$ cat config.mk
export PLATFORM = sky130hd
export DESIGN_NAME = ifetch_byte_sequencer
export DESIGN_NICKNAME = d
export VERILOG_FILES = /design/src/rtl/ifetch_byte_sequencer.sv
export SDC_FILE = /design/constraint.sdc
export NUM_CORES = 1
export LEC_CHECK = 0
export ABC_AREA = 1
export CORE_MARGIN = 8
export CORE_UTILIZATION = 45
export DETAILED_ROUTE_END_ITERATION = 16
export PLACE_DENSITY = 0.67
export SYNTH_ARGS = -nofsm -noshare
export SYNTH_HDL_FRONTEND = slang
export SYNTH_SLANG_ARGS = --single-unit
$ cat constraint.sdc
create_clock -name clk -period 2.85 [get_ports clk]
set_clock_uncertainty 0.15 [all_clocks]
set_input_delay 0.855 -clock clk [delete_from_list [all_inputs] [get_ports clk]]
set_output_delay 0.855 -clock clk [all_outputs]
set_load 0.005 [all_outputs]
$ cat src/rtl/ifetch_byte_sequencer.sv
// ifetch_byte_sequencer: fetches 32-bit instructions as four big-endian byte reads and presents them over valid/ready
//   clk, rst_n        : clock, asynchronous active-low reset
//   mem_rd, mem_addr  : registered byte read strobe and address to the instruction store
//   mem_rdata         : byte returned for the read presented in the current cycle
//   redirect_valid/pc : load a new PC (highest priority, aborts any fetch in flight)
//   instr_valid/instr/instr_pc/instr_ready : instruction handshake to the core
//   misalign          : sticky, set when a redirect target is not word-aligned
//   fault             : fetch range error, sequencer halted until a redirect
module ifetch_byte_sequencer #(
  parameter int          MEM_BYTES = 256,
  parameter logic [31:0] RESET_PC  = 32'h0000_0000
) (
  input  logic        clk,
  input  logic        rst_n,
  output logic        mem_rd,
  output logic [31:0] mem_addr,
  input  logic [7:0]  mem_rdata,
  input  logic        redirect_valid,
  input  logic [31:0] redirect_pc,
  output logic        instr_valid,
  output logic [31:0] instr,
  output logic [31:0] instr_pc,
  input  logic        instr_ready,
  output logic        misalign,
  output logic        fault
);
  typedef enum logic [2:0] {B0, B1, B2, B3, B4, HOLD, FAULT} state_t;
  state_t state, state_nx;
  logic [31:0] pc;
  logic [7:0] byte0, byte1, byte2;
  logic range_bad;
  // 33-bit compare so a PC near the top of the address space cannot wrap into range
  assign range_bad = ({1'b0, pc} + 33'd3) >= 33'(MEM_BYTES);
  always_comb begin
    state_nx = state;
    if (redirect_valid) state_nx = B0;
    else
      case (state)
        B0:      state_nx = range_bad ? FAULT : B1;
        B1:      state_nx = B2;
        B2:      state_nx = B3;
        B3:      state_nx = B4;
        B4:      state_nx = HOLD;
        HOLD:    state_nx = instr_ready ? B0 : HOLD;
        default: state_nx = state;
      endcase
  end
  // Each state's read is issued into the following cycle, where mem_rdata answers it;
  // B1..B4 therefore capture the bytes at pc..pc+3 while presenting the next address.
  always_ff @(posedge clk or negedge rst_n) begin
    if (!rst_n) begin
      state       <= B0;
      pc          <= RESET_PC;
      mem_rd      <= 1'b0;
      mem_addr    <= '0;
      instr_valid <= 1'b0;
      instr       <= '0;
      instr_pc    <= '0;
      misalign    <= 1'b0;
      fault       <= 1'b0;
      byte0       <= '0;
      byte1       <= '0;
      byte2       <= '0;
    end else begin
      state <= state_nx;
      if (redirect_valid) begin
        pc          <= {redirect_pc[31:2], 2'b00};
        mem_rd      <= 1'b0;
        instr_valid <= 1'b0;
        fault       <= 1'b0;
        if (|redirect_pc[1:0]) misalign <= 1'b1;
      end else
        case (state)
          B0:
            if (range_bad) fault <= 1'b1;
            else begin
              mem_rd   <= 1'b1;
              mem_addr <= pc;
            end
          B1: begin
            mem_addr <= pc + 32'd1;
            byte0    <= mem_rdata;
          end
          B2: begin
            mem_addr <= pc + 32'd2;
            byte1    <= mem_rdata;
          end
          B3: begin
            mem_addr <= pc + 32'd3;
            byte2    <= mem_rdata;
          end
          B4: begin
            mem_rd      <= 1'b0;
            instr       <= {byte0, byte1, byte2, mem_rdata};
            instr_pc    <= pc;
            instr_valid <= 1'b1;
          end
          HOLD:
            if (instr_ready) begin
              pc          <= pc + 32'd4;
              instr_valid <= 1'b0;
            end
          default: ;
        endcase
    end
  end
endmodule

==> impl_results.md, run 1 <==
- Status: finished, final reports clean
- Largest net degree at the start of global routing: 67
- Via/cell ratio: 5.06
- First drt pass iteration count: 5
- Fmax: 419 MHz
- First-pass GRT wire length: 32500 microns
- VDD IR max: 0.000578 V
- Setup_tns: 0 ps
- Placer Congestion: 0.921
- Cells after Synth: 839
- Post_cts resized: 0
- Final hold vios: 0
- Vert. Die Dim: 142 microns
- Post-synthesis simple-gate area fraction: 0.274
- Worst Path Arrival: 1380 ps
- Complex-gate fraction of the synthesized area: 0.0688
- WP data required: 1850 ps
- Clock tree root buffer cell: clkbuf_16
- Logic pwr share: 0.346
- # DRC: 0
- Max Cap Viol: 0
- Detailed Route WL: 20200 microns
- Layout Cell Area excl Fill: 9350 sq um
- Setup Crit Path Kind: reg2out
- Postcts setup bufs: 0
- H-tree depth: 4
- PD cells: 956 nW/um^2
- Worst-Margin Slew: 565 ps
- CTS tree: built
- EDFF count, synth: 0
- Worst setup EP type: output pin
- Initial antenna violation count: 1
- Seq cells post-synth: 155
- Post-CTS Hold Fix Bufs: 0
- N_diodes: 0
- Post-route ant nets: 0
- Largest delay share family, worst path: buffers and inverters
- Crit path max fanout: 2
- Cell breakdown of the critical path: clkdlybuf4s50_1
- Total Routing Usage GR: 0.207
- Post-synthesis mux area share: 0.0455
- Async SR Flop Fraction: 1.00
- Detailed placement HPWL: 14800 microns
- Num rows: 46
- Final #Nets: 1024
- Core area: 15800 sq um
- First DRT Iteration DRCs: 411
- Distinct cells, synth: 33
- Worst path max stage delay: 580 ps
- Reg2Reg Setup Slack: 750 ps
- Hold Path Class: in2async
- Top post-synthesis cells by area: dfrtp_1 (54%), nand2_1 (15%), nand3_1 (5.4%)
- CP bufs+invs: 1
- Seq pwr share: 0.407
- Place WS: 106 ps
- Die width: 142 microns
- Power Internal: 6.00 mW
- Post-synthesis xor/xnor area fraction: 0.00366
- RSZ-0062 raised after global routing: false
- Share of layout cells above drive strength 1: 0.106
- Initial Util: 0.455
- Adder-Cell Fraction of Synth Area: 0.00174
- Clock transition at path regs: 70 ps
- Vias: 6118
- Sw Share: 0.328
- Via count of the first global-routing pass: 6131
- Register area share after synthesis: 0.540
- Min Tclk post-route: 2380 ps
- Worst path slowest cell: clkdlybuf4s50_1
- Pleak: 4.36 nW
- Area Overhead vs Synth: 30.1%
- P_sw: 2.94 mW
- Global route total overflow: 0
- Clock Path Buffers: 2
- Num Clock Sinks: 155
- DIE AREA: 20300 sq um
- Number of buffers added on ports: 141
- Rel. slew slack: 0.623
- Syn Std Cell Area: 7180 sq um
- Top-area cell type share of the netlist area: 0.540
- Synthesis warning total: 0
- PnR worst setup slack: 466 ps
- # setup viols final: 0
- Synth Flop Type: dfrtp_1
- Mean post-synth cell area: 8.56 sq um
- Overall power: 8.94 mW
- Post-Place Cell Area: 8770 sq um
- Final Cycle Share: 0.837
- Proportion of power drawn by the clock network: 0.247
- CP startpoint kind: register
- Latest clock arrival within the worst-skew pair: 430 ps
- Cell taking the most area after synthesis: dfrtp_1
- Routed len/inst: 16.7 microns
- Largest family of logic cells by synthesized area: simple AND/OR/NAND/NOR gates
- Slew Limit Fails: 0
- CTS buffer count: 17
- # IOs: 144
## stage by stage
step	cells	hold WS, ps	util
finish	1208	241	0.593
global route	1208	280	0.593
CTS	1208	256	0.593
detailed placement	1176	309	0.556
global placement	1176	305	0.556
floorplan	840	299	-
## Yosys cell counts, drive strengths merged, types with 4 or more instances
cell / n
clkbuf: 8
inv: 53
buf: 30
nand2: 290
a21oi: 12
nor2: 87
o21ai: 73
nand4: 4
nand3: 79
mux2: 29
dfrtp: 155
## cells in the final DEF (no fill, tap or decap), drive strengths merged, types with 4 or more instances in the layout
cell type,n
nand4,4
nor2,87
clkbuf,19
nand2,290
o21ai,73
buf,18
dfrtp,155
a21oi,12
nand3,79
mux2,29
inv,60
clkdlybuf4s50,140
## flip-flops by register name (all words and copies together) (netlist names)
register	flops
mem_rd	1
byte0	8
pc	30
byte2	8
instr	32
fault	1
state	3
instr_pc	30
mem_addr	32
misalign	1
instr_valid	1
byte1	8
## cell type report
| class | count | area (sq um) |
|---|---|---|
| tap | 216 | 270 |
| inverter | 53 | 199 |
| timing repair buffer | 158 | 1590 |
| clock buffer | 19 | 443 |
| clock inverter | 13 | 129 |
| multi-input combinational | 594 | 2840 |
| sequential | 155 | 3880 |
| fill | 1429 | 6420 |
## metal layers
metal	track usage	wire, microns	vias to the layer above
met3	0.0822	1910	17
met2	0.321	9240	203
li1	-	-	2980
met4	0.0576	197	2
met1	0.262	8820	2916
met5	0	11	-
## power groups by stage
| stage | Combinational [mW] | Sequential (mW) | Clock (mW) |
|---|---|---|---|
| 6_report | 3.09 | 3.64 | 2.21 |
| 3_5_place_dp | 3.13 | 3.66 | 0 |
| 5_1_grt | 3.45 | 3.75 | 2.33 |
| 2_1_floorplan | 1.45 | 3.58 | 0 |
| 4_1_cts | 3.15 | 3.64 | 2.25 |
| 3_3_place_gp | 3.07 | 3.65 | 0 |
## cells by family (layout without fill, tap and decap cells)
logic type / Yosys count / in the layout
AOI/OAI and AO/OA: 95 / 95
xor gates and xnor gates: 3 / 3
adders and majority gates: 1 / 1
buffers and inverters: 91 / 243
DFF: 155 / 155
muxes: 29 / 29
other: 1 / 2
and+or+nand+nor: 464 / 464
## worst paths after layout
| kind | to | start | depth (start not counted) |
|---|---|---|---|
| min reg2reg | mem_addr[5] | mem_addr[5] | 2 |
| max | instr_pc[5] | instr_pc[5] | 1 |
| max in group asynchronous | byte0[3] | rst_n | 2 |
| min in group clk | mem_addr[5] | mem_addr[5] | 2 |
| max reg2reg | mem_addr[24] | pc[15] | 8 |
| min | instr_pc[8] | rst_n | 1 |
(Power assumes the default switching activity.)
==> run 2: changes to the inputs <==
PLACE_DENSITY = 0.7   (was 0.67)
clock period = 2.15 ns   (was 2.85 ns; I/O delays follow)
==> run 2 against run 1 <==
Against the previous run: clock power increased by 40%; hold slack better by 77 ps; largest cell class unchanged; cell count is 3.5% higher; non-clock buffer count increased by 42; total power is 38% higher; final area increased by 5.4%; utilization up 3.2 points.
==> impl_results.md, run 2 (same netlist as run 1, synthesis figures left out) <==
- Status: finished, final reports clean
- Post-route ant nets: 0
- Worst path slowest cell: clkdlybuf4s50_1
- Cell breakdown of the critical path: clkdlybuf4s50_1
- RSZ-0062 raised after global routing: false
- Crit path max fanout: 2
- Origin of the worst setup path: instr_pc[9]
- Non-filler cells, final: 1250
- Placed cell count: 1217
- # IOs: 144
- Total Routing Usage GR: 0.210
- Final core occ: 0.625
- Detailed Route WL: 20600 microns
- Most frequent cells in the layout: nand2_1 (282), dfrtp_1 (155), clkdlybuf4s50_1 (125), nor2_1 (77), nand3_1 (77)
- Area Overhead vs Synth: 37.2%
- Placer Congestion: 0.921
- Number of buffers added on ports: 141
- Largest net degree at the start of global routing: 61
- Num Clock Sinks: 155
- Postcts setup bufs: 0
- Clock transition at path regs: 60 ps
- Fmax: 473 MHz
- Max Cap Viol: 0
- Vert. Die Dim: 142 microns
- # setup viols final: 0
- First DRT Iteration DRCs: 480
- Core area: 15800 sq um
- P_sw: 3.99 mW
- Logic pwr share: 0.360
- Routed len/inst: 16.5 microns
- Seq pwr share: 0.389
- Slew Limit Fails: 0
- Clock tree root buffer cell: clkbuf_16
- Power Internal: 8.30 mW
- Share of layout cells above drive strength 1: 0.142
- Worst path max stage delay: 550 ps
- CTS tree: built
- Hold Path Class: reg2reg
- CTS buffer count: 17
- First drt pass iteration count: 7
- First-pass GRT wire length: 32900 microns
- DIE AREA: 20300 sq um
- Via count of the first global-routing pass: 6222
- Min Tclk post-route: 2110 ps
- Initial antenna violation count: 1
- Worst setup EP type: output pin
- WP data required: 1350 ps
- CP startpoint kind: register
- CP bufs+invs: 1
- Initial Util: 0.455
- Worst Hold Launch: mem_addr[8]
- Largest regs: instr: 32 flops, mem_addr: 32 flops
- Die width: 142 microns
- Detailed placement HPWL: 15600 microns
- Most common cell after layout, fill and taps aside: nand2_1
- Worst Path Arrival: 1320 ps
- Clock Path Buffers: 2
- Pleak: 4.81 nW
- Via/cell ratio: 5.02
- Final #Nets: 1066
- Proportion of power drawn by the clock network: 0.251
- Vias: 6280
- Final Cycle Share: 0.983
- N_diodes: 0
- FF-to-FF Start: pc[23]
- Num rows: 46
- Global route total overflow: 0
- PD cells: 1250 nW/um^2
- Final hold vios: 0
- # DRC: 0
- VDD IR max: 0.000921 V
- Setup Crit Path Kind: reg2out
- H-tree depth: 4
- Largest delay share family, worst path: buffers and inverters
- Sw Share: 0.324
- Latest clock arrival within the worst-skew pair: 430 ps
run 2: timing repair:
action / 4_1_cts / 5_1_grt
gates resized for setup: 2 / 13
endpoints found under the setup margin: 2 / 13
endpoints found under the hold margin: 33 / 0
hold buffers: 1 / 0
pin swaps: 0 / 0
run 2: power groups by stage:
stage	logic [mW]	clock network (mW)	registers, mW
floorplan	1.92	0	4.74
global placement	4.42	0	4.81
detailed placement	4.51	0	4.81
CTS	4.55	3.14	4.79
global route	4.90	3.25	4.91
finish	4.43	3.09	4.78
run 2: layer usage:
layer	vias up	global-route usage	share of wire
met4	2	0.0727	0.020
met3	28	0.0711	0.088
met2	222	0.331	0.47
met1	2962	0.264	0.43
met5	-	0	0.00049
li1	3066	-	-
run 2: cell type report:
type,count,area [sq um]
Multi-Input combinational cell,594,2840
Clock buffer,17,425
Fill cell,1388,5920
Timing Repair Buffer,200,2060
Sequential cell,155,3880
Clock inverter,15,179
Tap cell,216,270
Inverter,53,199
run 2: through the flow:
| step | cell area (sq um) | setup TNS [ps] | power (mW) | hold WS [ps] | setup slack, ps |
|---|---|---|---|---|---|
| finish | 9850 | 0 | 12.3 | 318 | 36.1 |
| global route | 9850 | 0 | 13.1 | 335 | 0.118 |
| global placement | 9210 | -2170 | 9.22 | 304 | -59.3 |
| detailed placement | 9210 | -6130 | 9.32 | 308 | -118 |
| floorplan | 7190 | 0 | 6.66 | 199 | 350 |
| CTS | 9820 | 0 | 12.5 | 324 | 0.544 |
run 2: final timing paths:
path	endpoint	slack (ps)	cells past startpoint
setup / recovery	instr_pc[9]	40	1
hold / removal	mem_addr[8]	320	2
setup reg to reg	mem_addr[5]	180	9
hold reg to reg	mem_addr[8]	320	2
max in group asynchronous	instr[12]	650	3
min in group asynchronous	instr_pc[14]	570	2
run 2: worst register-to-register path, stage by stage, from the launching register on:
cell,delay (ps)
dfrtp_1,450
inv_1,160
nand3_1,120
nor2_2,200
nand3_2,140
nand2_4,250
nand2_4,120
buf_4,180
nand2_1,60
nand2_1,50
